==> src/rtl/sb_cfg_pkg.sv <==
// Shared constants and types for the switch-box configuration loader.
// Side codes, geometry, entry bases and the loader FSM state encoding.
package sb_cfg_pkg;

    localparam int N_TB  = 5;
    localparam int N_LR  = 4;
    localparam int CFG_W = 6;
    localparam int N_ENT = 2 * N_TB + 2 * N_LR;
    localparam int CNT_W = 5;

    localparam logic [2:0] SIDE_NONE   = 3'd0;
    localparam logic [2:0] SIDE_TOP    = 3'd1;
    localparam logic [2:0] SIDE_RIGHT  = 3'd2;
    localparam logic [2:0] SIDE_BOTTOM = 3'd3;
    localparam logic [2:0] SIDE_LEFT   = 3'd4;

    localparam int TOP_BASE   = 0;
    localparam int BOT_BASE   = TOP_BASE + N_TB;
    localparam int LEFT_BASE  = BOT_BASE + N_TB;
    localparam int RIGHT_BASE = LEFT_BASE + N_LR;

    typedef enum logic [1:0] {
        S_IDLE,
        S_LOAD,
        S_COMMIT,
        S_DRAIN
    } state_t;

endpackage

==> src/rtl/sb_cfg_word_check.sv <==
// Combinational legality check of one routing word against its entry.
// Rejects bad side codes, out-of-range indices and self-loops.
module sb_cfg_word_check
    import sb_cfg_pkg::SIDE_NONE, sb_cfg_pkg::SIDE_TOP,
           sb_cfg_pkg::SIDE_RIGHT, sb_cfg_pkg::SIDE_BOTTOM,
           sb_cfg_pkg::SIDE_LEFT, sb_cfg_pkg::CNT_W;
#(
    parameter int N_TB  = 5,
    parameter int N_LR  = 4,
    parameter int CFG_W = 6
) (
    input  logic [CFG_W-1:0] word,
    input  logic [CNT_W-1:0] idx,
    output logic             legal
);

    localparam int BOT0   = N_TB;
    localparam int LEFT0  = 2 * N_TB;
    localparam int RIGHT0 = 2 * N_TB + N_LR;

    logic [2:0] src_side;
    logic [2:0] dst_side;
    int         src_idx;
    int         dst_idx;
    int         k;

    assign src_side = word[2:0];

    // Decode the destination wire, then test range and self-loop.
    always_comb begin
        legal    = 1'b0;
        k        = int'(idx);
        src_idx  = int'(word[CFG_W-1:3]);
        dst_side = SIDE_TOP;
        dst_idx  = k;
        if (k >= RIGHT0) begin
            dst_side = SIDE_RIGHT;
            dst_idx  = k - RIGHT0;
        end else if (k >= LEFT0) begin
            dst_side = SIDE_LEFT;
            dst_idx  = k - LEFT0;
        end else if (k >= BOT0) begin
            dst_side = SIDE_BOTTOM;
            dst_idx  = k - BOT0;
        end
        unique case (src_side)
            SIDE_NONE:               legal = 1'b1;
            SIDE_TOP, SIDE_BOTTOM:   legal = (src_idx < N_TB);
            SIDE_RIGHT, SIDE_LEFT:   legal = (src_idx < N_LR);
            default:                 legal = 1'b0;
        endcase
        if (src_side != SIDE_NONE && src_side == dst_side &&
            src_idx == dst_idx) begin
            legal = 1'b0;
        end
    end

endmodule

==> src/rtl/sb_config_loader.sv <==
// Framed configuration loader for the switch-box select bus.
// Shadow-buffers a frame and commits it only when complete and legal.
module sb_config_loader
    import sb_cfg_pkg::state_t, sb_cfg_pkg::S_IDLE, sb_cfg_pkg::S_LOAD,
           sb_cfg_pkg::S_COMMIT, sb_cfg_pkg::S_DRAIN, sb_cfg_pkg::CNT_W;
#(
    parameter int N_TB  = sb_cfg_pkg::N_TB,
    parameter int N_LR  = sb_cfg_pkg::N_LR,
    parameter int CFG_W = sb_cfg_pkg::CFG_W,
    localparam int N_ENT = 2 * N_TB + 2 * N_LR
) (
    input  logic                   clk,
    input  logic                   rst_n,
    input  logic                   cfg_valid,
    output logic                   cfg_ready,
    input  logic [CFG_W-1:0]       cfg_data,
    input  logic                   cfg_last,
    output logic [N_ENT*CFG_W-1:0] cfg_bus,
    output logic                   cfg_done,
    output logic                   cfg_err,
    output logic                   cfg_loaded
);

    state_t                 state, state_d;
    logic [CNT_W-1:0]       cnt, cnt_d, widx;
    logic [N_ENT*CFG_W-1:0] shadow, bus_q;
    logic                   ready_q, err_q, err_d, done_q, loaded_q;
    logic                   accept, legal, at_end, frame_ok, frame_err;
    logic                   filling;

    assign accept    = cfg_valid && ready_q;
    assign filling   = (state == S_IDLE) || (state == S_LOAD);
    assign widx      = (state == S_IDLE) ? '0 : cnt;
    assign at_end    = (widx == CNT_W'(N_ENT - 1));
    assign frame_ok  = legal && at_end && cfg_last;
    assign frame_err = !legal || (cfg_last != at_end);

    assign cfg_ready  = ready_q;
    assign cfg_bus    = bus_q;
    assign cfg_done   = done_q;
    assign cfg_err    = err_q;
    assign cfg_loaded = loaded_q;

    sb_cfg_word_check #(
        .N_TB  (N_TB),
        .N_LR  (N_LR),
        .CFG_W (CFG_W)
    ) u_check (
        .word  (cfg_data),
        .idx   (widx),
        .legal (legal)
    );

    // FSM state register.
    always_ff @(posedge clk or negedge rst_n) begin
        if (!rst_n) begin
            state <= S_IDLE;
        end else begin
            state <= state_d;
        end
    end

    // Next state, word counter and sticky error.
    always_comb begin
        state_d = state;
        cnt_d   = cnt;
        err_d   = err_q;
        unique case (state)
            S_IDLE, S_LOAD: begin
                if (accept) begin
                    if (state == S_IDLE) begin
                        err_d = 1'b0;
                    end
                    cnt_d   = widx + 1'b1;
                    state_d = S_LOAD;
                    if (frame_ok) begin
                        cnt_d   = '0;
                        state_d = S_COMMIT;
                    end else if (frame_err) begin
                        cnt_d   = '0;
                        err_d   = 1'b1;
                        state_d = cfg_last ? S_IDLE : S_DRAIN;
                    end
                end
            end
            S_COMMIT: state_d = S_IDLE;
            S_DRAIN: begin
                if (accept && cfg_last) begin
                    state_d = S_IDLE;
                end
            end
            default: state_d = S_IDLE;
        endcase
    end

    // Shadow fill, atomic commit and registered handshake/status.
    always_ff @(posedge clk or negedge rst_n) begin
        if (!rst_n) begin
            cnt      <= '0;
            shadow   <= '0;
            bus_q    <= '0;
            ready_q  <= 1'b1;
            err_q    <= 1'b0;
            done_q   <= 1'b0;
            loaded_q <= 1'b0;
        end else begin
            cnt     <= cnt_d;
            err_q   <= err_d;
            ready_q <= (state_d != S_COMMIT);
            done_q  <= (state == S_COMMIT);
            if (accept && filling) begin
                shadow[int'(widx)*CFG_W +: CFG_W] <= cfg_data;
            end
            if (state == S_COMMIT) begin
                bus_q    <= shadow;
                loaded_q <= 1'b1;
            end
        end
    end

endmodule

==> config.mk <==
export PLATFORM = sky130hd
export DESIGN_NAME = sb_config_loader
export DESIGN_NICKNAME = d
export VERILOG_FILES = /design/src/rtl/sb_cfg_pkg.sv /design/src/rtl/sb_cfg_word_check.sv /design/src/rtl/sb_config_loader.sv
export SDC_FILE = /design/constraint.sdc
export NUM_CORES = 1
export LEC_CHECK = 0
export ABC_CLOCK_PERIOD_IN_PS = 6700
export CELL_PAD_IN_SITES_DETAIL_PLACEMENT = 1
export CELL_PAD_IN_SITES_GLOBAL_PLACEMENT = 1
export CORE_UTILIZATION = 49
export DETAILED_ROUTE_END_ITERATION = 6
export PLACE_DENSITY = 0.93
export SLEW_MARGIN = 25
export SYNTH_ARGS = -nofsm -noshare
export SYNTH_HDL_FRONTEND = slang
export SYNTH_SLANG_ARGS = --single-unit
==> constraint.sdc <==
create_clock -name clk -period 6.7 [get_ports clk]
set_input_delay 1.005 -clock clk [delete_from_list [all_inputs] [get_ports clk]]
set_output_delay 1.005 -clock clk [all_outputs]
set_load 0.05 [all_outputs]
==> results by stage, run 1 <==
Run status:
- The run finished with clean final reports.

Cells and area:
- The share of post-route cells with drive strength above 1 is 0.260.
- For this run, the share of the core covered by cells in the final layout is 0.613.
- Leaving out fill and tap cells, the most frequent cells in the layout are 226 x dfrtp_1, 145 x mux2_2, 120 x clkdlybuf4s50_1, 81 x nand2_1, 62 x nor2_1.
- The library cell used most frequently in the layout, excluding fill and tap cells, is dfrtp_1.
- Counting the fill cells in the layout gives ~2,100.
- The count of nets after finishing is between 1,000 and 1,500.
- The multi-input gate area in the final layout is 4870 sq um.
- The sequential cells in the finished layout cover a total of between 5000 and 6000 sq um.
- The area growth from synthesis to layout is 20.9%.

Timing:
- The final count of pins violating max slew is 0.
- The final-report hold violation count is 0.
- Setup slack on the critical path of the routed design comes to approximately 1000 ps.
- The clock period could shrink to 5670 ps.
- Headroom to the max-slew limit came out at 0.326.
- Setup repair after global routing left no endpoint under its margin.
- The clock skew after layout is 9.72 ps.
- Based on the critical path, the design can be clocked at up to between 150 and 200 MHz.
- The part of the cycle the worst path needs is 0.847.
- At the pin with the least slew margin, the transition time is between 1000 and 1500 ps.
- Adding up every negative setup slack in the final design gives 0 ps.
- The final count of negative-setup-slack endpoints is 0.

Power:
- Of the total power, combinational logic draws 0.159.
- VDD sags by at most between 0.15 and 0.2 mV.
- The sequential cell fraction of total power is 0.432.
- The clock power share is 0.409.
- The switching share of power is 0.295.
- In this run the static leakage power is between 6 and 7 nW.
- The internal power of the cells totals 2.37 mW.
- The areal power density over the cells is between 200 and 300 nW/um^2.
- Summed over all nets, the switching power comes to slightly below 1 mW.

Clocking:
- Post-CTS timing repair inserted 0 buffers for setup.
- CTS built an H-tree with a depth of 1.
- The clock tree from TritonCTS is done.
- In this run, post-CTS repair resized a total of 0 instances.
- The clock net in this run drives a total of approximately 230 sinks.
- The number of clock buffers inserted by TritonCTS is 24.
- The clock network latency to the later pin of the worst-skew pair is roughly 530 ps.
- No sink is reached through more buffers than the 3 on the longest clock path.
- The clock tree root driver cell is clkbuf_16.
- After clock tree synthesis, the clock-pin slew on the worst setup and hold paths is ~60 ps.
- The number of hold buffers added after CTS was 0.

Global route:
- The residual overflow from global routing is 0.
- The pin count of the biggest net entering global routing is about 140.
- Across every metal layer, demand over resource in global routing totals 0.333.
- The wire length of the first global-routing pass is between 50,000 and 60,000 um.
- The number of antenna violations at the first check in global routing is 1.
- The number of global-route vias before repair is 8,868.

Floorplan:
- The die covers approximately 23,000 sq um.
- The floorplan has 53 rows.
- The I/O pin count is 122.
- In this run the horizontal extent of the chip is around 150 um.
- For this configuration, the core starts out at a cell density of 0.507.
- The die is between 150 and 200 um tall.
- The core box area is about 21,000 sq um.

Yosys:
- The share of async-settable or async-resettable flops after synthesis is 1.00.
- The post-synthesis sequential area ratio is 0.527.
- By area the synthesized netlist is led by dfrtp_1 52%, mux2_2 15%, mux2_1 4.3%.
- The most used flip-flop cell after synthesis is dfrtp_1.
- The number of warning messages in the yosys log is 0.
- The synthesized design contains 0 enable-type register cells.
- After synthesis the cells add up to between 10,000 and 15,000 sq um.
- The number of instances in the synthesized netlist is slightly below 900.
- The area share of the largest cell type after synthesis is 0.524.
- In this run, distinct cell masters in the synthesized netlist total ~80.
- Counting every net in the synthesized netlist gives between 800 and 900.
- The cell type with the largest total area after synthesis is dfrtp_1.
- A synthesized cell averages 12.3 sq um.
- The synthesized design contains 227 register bits.

Placement:
- The congestion estimate from routability-driven global placement came to slightly below 0.9.
- The number of buffers added on ports is between 100 and 150.
- Before CTS, the worst setup slack after placement is approximately 1200 ps.
- The wire-length estimate of the detail-placed layout is 23,200 um.

Critical path:
- The slowest stage of the critical path is the nor2_2 cell.
- Walking the worst path, the cells encountered are o21ai_0 > buf_4 > inv_1 > ha_1 > fa_1 > xor2_4 > or3b_2 > nor2_1 > ha_1 > and2_1 > o21ai_2 > nor2_2 > nand2_1 > mux2_1.
- The signal arrival time at the worst endpoint is 6080 ps.
- The kind of end point of the critical path is a flop.
- The highest fanout seen on the critical path is 17.
- The most common cell type on the critical path is ha_1.
- The worst setup path is of the flop to flop kind.
- On the worst path, the slowest cell contributes a delay of around 760 ps.
- The combined buffer and inverter count along the critical path is 2.
- The required time of the worst setup path is slightly above 7000 ps.
- The cell family contributing the most delay on the critical path is simple AND/OR/NAND/NOR gates.
- The category of the worst setup path launch point is a flop.

Route:
- The final wirelength is around 36,000 um.
- In the routed design, unresolved DRC markers number 0.
- The pre-antenna-repair detailed-routing pass consisted of 5 iterations.
- The detailed router placed between 8,000 and 9,000 vias in this run.
- In the final routed layout, each cell accounts on average for 28.1 um.
- The remaining antenna violation count is 0.
- After detailed routing, the number of vias per cell comes to ~6.3.
- The first routing iteration left between 500 and 600 violations.

Job:
- The reported max-cap violation count is 0.

Worst hold path:
- The class of the tightest hold or removal check is input pin to async pin.
-- stage by stage --
step	hold WS (ps)	cells	instance area [sq um]	total power [mW]
2_1_floorplan	442	875	10800	1.81
3_3_place_gp	452	1237	12200	1.97
3_5_place_dp	471	1237	12200	1.99
4_1_cts	500	1281	13000	3.36
5_1_grt	380	1282	13000	3.45
6_report	371	1283	13000	3.36
-- synth_stat cells, types with 3 or more instances --
| library cell | count |
|---|---|
| a21o_1 | 7 |
| a21oi_1 | 15 |
| a21oi_2 | 4 |
| a31oi_1 | 7 |
| and2_1 | 5 |
| buf_1 | 3 |
| buf_2 | 6 |
| buf_4 | 5 |
| clkbuf_1 | 26 |
| dfrtp_1 | 226 |
| ha_1 | 11 |
| inv_1 | 8 |
| mux2_1 | 41 |
| mux2_2 | 145 |
| mux2_4 | 20 |
| mux2i_1 | 8 |
| nand2_1 | 81 |
| nand2_4 | 11 |
| nand2b_1 | 5 |
| nand3_1 | 24 |
| nand4_1 | 6 |
| nor2_1 | 63 |
| nor2b_1 | 5 |
| nor3_1 | 11 |
| nor3b_1 | 3 |
| o211ai_1 | 3 |
| o21ai_0 | 15 |
| o21ai_1 | 5 |
| o22ai_1 | 16 |
| o2bb2ai_1 | 3 |
| o31ai_1 | 5 |
| or2_2 | 5 |
| or3_1 | 6 |
| or4_1 | 4 |
| xnor2_1 | 4 |
| xor2_1 | 4 |
-- worst reg2reg max path: cells and delay by family, from the launching register on --
| kind | cells | cell delay [ps] |
|---|---|---|
| XOR/XNOR | 1 | 270 |
| AND/OR/NAND/NOR | 5 | 2210 |
| adder cells (fa/ha/maj) | 3 | 1120 |
| flip-flops | 1 | 510 |
| AO/OA/AOI/OAI | 2 | 490 |
| buffers and inverters | 2 | 570 |
| multiplexers | 1 | 400 |
-- power by group through the flow --
stage,Combinational [mW],Clock [mW],Sequential (mW)
2_1_floorplan,0.268,0,1.54
3_3_place_gp,0.496,0,1.47
3_5_place_dp,0.513,0,1.48
4_1_cts,0.524,1.38,1.45
5_1_grt,0.564,1.43,1.45
6_report,0.534,1.37,1.45
-- area by class of cell --
type,instances,share of cell area
antenna,1,0.000192
clock buffer,32,0.0514
inverter,10,0.00288
sequential,227,0.436
timing repair buffer,130,0.100
tap,275,0.0264
clock inverter,12,0.0104
multi-input combinational,596,0.373
-- kinds of logic (layout without fill, tap and decap cells) --
logic type	after synthesis	count (layout)	share of synthesized area
muxes	214	214	0.230
buffers and inverters	52	184	0.0227
adders and majority gates	12	12	0.0146
DFF	227	227	0.527
and+or+nand+nor	251	251	0.122
AOI/OAI and AO/OA	108	108	0.0714
other	0	1	0
xor gates and xnor gates	11	11	0.0131
-- flip-flops by register name (all words and copies together), names as in the netlist --
name,cells
cfg_done,1
cfg_loaded,1
state,2
cfg_bus,108
cnt,5
cfg_ready,1
cfg_err,1
shadow,108
-- final timing paths --
check	from	endpoint	slack [ps]	depth (start not counted)
min in group clk	shadow[78]	shadow[78]	500	1
max reg2reg	state[0]	shadow[91]	1030	14
min reg2reg	shadow[78]	shadow[78]	500	1
max	state[0]	shadow[91]	1030	14
min	rst_n	cfg_bus[13]	370	1
max in group asynchronous	rst_n	cfg_done	4850	3
-- layer usage --
metal	vias to the layer above	GRT usage	wire, um
met5	-	0	0
met4	0	0.201	2290
met3	161	0.0606	2070
met2	402	0.570	18200
met1	4127	0.388	13500
li1	3343	-	-
(Power assumes the default switching activity.)
==> inputs of run 2 (changes only) <==
--- a/config.mk
+++ b/config.mk
@@ -5,12 +5,12 @@
 export SDC_FILE = /design/constraint.sdc
 export NUM_CORES = 1
 export LEC_CHECK = 0
-export ABC_CLOCK_PERIOD_IN_PS = 6700
+export ABC_CLOCK_PERIOD_IN_PS = 5700
 export CELL_PAD_IN_SITES_DETAIL_PLACEMENT = 1
 export CELL_PAD_IN_SITES_GLOBAL_PLACEMENT = 1
-export CORE_UTILIZATION = 49
+export CORE_UTILIZATION = 46
 export DETAILED_ROUTE_END_ITERATION = 6
-export PLACE_DENSITY = 0.93
+export PLACE_DENSITY = 0.88
 export SLEW_MARGIN = 25
 export SYNTH_ARGS = -nofsm -noshare
 export SYNTH_HDL_FRONTEND = slang
==> constraint.sdc (replaced) <==
create_clock -name clk -period 5.7 [get_ports clk]
set_input_delay 0.855 -clock clk [delete_from_list [all_inputs] [get_ports clk]]
set_output_delay 0.855 -clock clk [all_outputs]
set_load 0.05 [all_outputs]
==> run 2 against run 1 <==
Sequential cell count unchanged. Combinational power is 17% higher. Clock skew increased by 9.7 ps. Final area increased by 0.91%. Sequential share of layout area shrank 0.39 points. Cell count up 3.1%. Total power rose by 18%. Routed wire length shrank 10%. Critical endpoint is now shadow[90].
==> results by stage, run 2 (synthesis gave the netlist of run 1 again) <==
Critical path:
- Traced cell by cell, the critical path runs through or2_1 > nand2_1 > ha_1 > inv_1 > nor2_1 > nor2_1 > a21oi_1 > nor2_1 > nor3_1 > nor2_1 > ha_1 > and2_1 > o21ai_2 > nor2_2 > nand2_1 > mux2_1.
- For the worst setup path, the data arrival time is between 5000 and 6000 ps.
- For the worst setup path, the data required time is 6110 ps.
- The type of the worst setup path is flop to flop.
- The largest incremental delay on the critical path is ~660 ps.
- The setup slack on the worst flop-to-flop path is 470 ps.
- The kind of end point of the critical path is a flop.
- The slowest stage of the critical path belongs to the cell nor2_2.
- Along the worst path, the maximum fanout reaches 14.
- In this design, the critical path's most frequently occurring cell is nor2_1.
- The worst setup path is launched from a flop.

Floorplan:
- The height of the chip is 155 um.
- The die is roughly 160 um wide.
- The die covers about 24,000 sq um.
- The core box area is approximately 23,000 sq um.
- The starting density of the core is 0.472.
- The I/O pin count is 122.
- The standard-cell row count is between 50 and 60.

Clocking:
- The clock-pin slew reported for the worst setup and hold paths after clock tree synthesis is around 60 ps.
- The clock network latency to the later pin of the worst-skew pair is about 540 ps.
- The maximum level of the CTS H-tree is 1.
- The number of buffers inserted by hold repair at cts is 0.
- Buffers added to address setup during post-CTS repair amount to 0.
- Clock tree synthesis inserted a total of 24 buffers.
- The clock tree root driver cell is clkbuf_16.
- The clock tree from TritonCTS is done.
- Post-CTS repair changed the size of 0 cells.
- CTS saw ~230 sinks.
- The maximum buffer depth of the clock tree is 3.

Placement:
- The placed instances occupy a cell area of 12,300 sq um.
- The global placement routability congestion is 0.881.
- The detailed-placement wirelength estimate is roughly 22,000 um.
- The number of buffers added on ports is approximately 120.

Route:
- The final layout contains routed wiring with a total length of ~32,000 um.
- The post-detailed-route DRC marker count is 0.
- In the final routed layout, each cell accounts on average for around 25 um.
- The final route contains 7,655 vias.
- The post-detailed-route via-to-cell ratio is 5.79.
- The number of optimization iterations in the first detailed-route pass is 4.
- The violation count after the first detailed-route iteration is ~360.
- The remaining antenna violation count is 0.

Cells and area:
- The filler cells instantiated in the layout total between 2,000 and 2,500.
- In the layout the commonest cells are 226 x dfrtp_1, 145 x mux2_2, 120 x clkdlybuf4s50_1, 81 x nand2_1, 61 x nor2_1.
- The area growth from synthesis to layout is 22.0%.
- The cell area after layout is 13,200 sq um.
- The share of the core filled with cells in the final layout is 0.576.
- The most common cell after layout, fill and taps aside is dfrtp_1.
- The register area is 5680 sq um.
- The multi-input gate area in the final layout is a little under 5000 sq um.
- The count of nets after finishing is slightly above 1,000.
- The share of post-route cells with drive strength above 1 is 0.263.

Timing:
- The clock skew after layout is about 19 ps.
- Setup repair after global routing left no endpoint under its margin.
- Adding up every negative setup slack in the final design gives 0 ps.
- The post-route minimum period is around 5200 ps.
- Dividing the final minimum period by the clock period gives 0.917.
- Measured against its own limit, the worst slew margin works out to 0.468.
- The highest clock frequency the design can meet is 191 MHz.
- The final count of pins violating max slew came to 0.
- Setup violations remaining at the end of the flow were counted as 0.
- The transition time at the pin with the least slew margin is between 700 and 800 ps.
- The final-report hold violation count is 0.

Global route:
- The pin count of the biggest net entering global routing is about 190.
- The total global-route track usage is 0.278.
- The number of antenna violations at the first check in global routing is 2.
- The first global-routing pass estimated approximately 50,000 um of wire.
- The total overflow left after global routing is 0.
- The number of global-route vias before repair was approximately 8,300.

Power:
- For this design the total switching power over the nets is 1.12 mW.
- For this design the ratio of total power to cell area is between 300 and 400 nW/um^2.
- The share of total power in combinational logic is 0.158.
- The highest ir drop seen on vdd is between 0.2 and 0.25 mV.
- Of the total power, the share spent switching nets is 0.283.
- The cell internal power dissipation is around 2.8 mW.
- The share of total power dissipated in sequential elements is 0.429.
- The share of total power dissipated in the clock network is 0.413.
- After layout, the design draws a total of between 3 and 4 mW.
- The leakage power total is between 6 and 7 nW.

Worst hold path:
- The min-delay analysis places its worst path in the category input pin to async pin.

Run status:
- The run finished with clean final reports.

Job:
- The reported max-cap violation count is 0.
[run 2: cell count changes in the layout (fill, tap and decap cells not counted), sizes merged]
cell and delta:
buf +4, clkinvlp -4, clkbuf +1, bufinv +1, clkinv -1, inv +1
[run 2: path summary, 6_finish.rpt]
path,startpoint,to,depth (start not counted)
min in group clk,shadow[1],shadow[1],2
max,state[0],shadow[90],16
min reg2reg,shadow[1],shadow[1],2
min,rst_n,cfg_bus[77],1
max reg2reg,state[0],shadow[90],16
max in group asynchronous,rst_n,cfg_bus[99],3
[run 2: critical path, delay by kind of cell (launching register included)]
family / cells / cell delay (ps)
AO/OA/AOI/OAI: 2 / 350
buffers and inverters: 1 / 150
multiplexers: 1 / 400
AND/OR/NAND/NOR: 10 / 2760
adder cells (fa/ha/maj): 2 / 900
flip-flops: 1 / 570
[run 2: final cells by class]
cell class / count / share of cell area
antenna: 1 / 0.000190
clock buffer: 33 / 0.0520
clock inverter: 9 / 0.0103
inverter: 10 / 0.00285
multi-input combinational: 596 / 0.370
sequential: 227 / 0.432
tap: 313 / 0.0298
timing repair buffer: 134 / 0.103
[run 2: per-layer routing]
metal	vias up	global-route usage	part of all wire
met2	249	0.471	0.50
met5	-	0	0
met3	84	0.0323	0.042
met4	0	0.110	0.037
met1	3972	0.366	0.42
li1	3350	-	-
[run 2: power by group through the flow]
stage	sequential (mW)	clock [mW]	combinational [mW]
finish	1.70	1.64	0.626
global route	1.71	1.72	0.665
CTS	1.70	1.66	0.618
detailed placement	1.73	0	0.611
global placement	1.73	0	0.598
floorplan	1.81	0	0.315
[run 2: per-stage QoR]
| stage | instances | hold WS [ps] | setup slack (ps) |
|---|---|---|---|
| after floorplan | 875 | 442 | 1390 |
| after global placement | 1279 | 450 | 790 |
| after detailed placement | 1279 | 471 | 572 |
| after CTS | 1321 | 196 | 500 |
| after global routing | 1322 | 207 | 84.6 |
| final | 1323 | 188 | 471 |
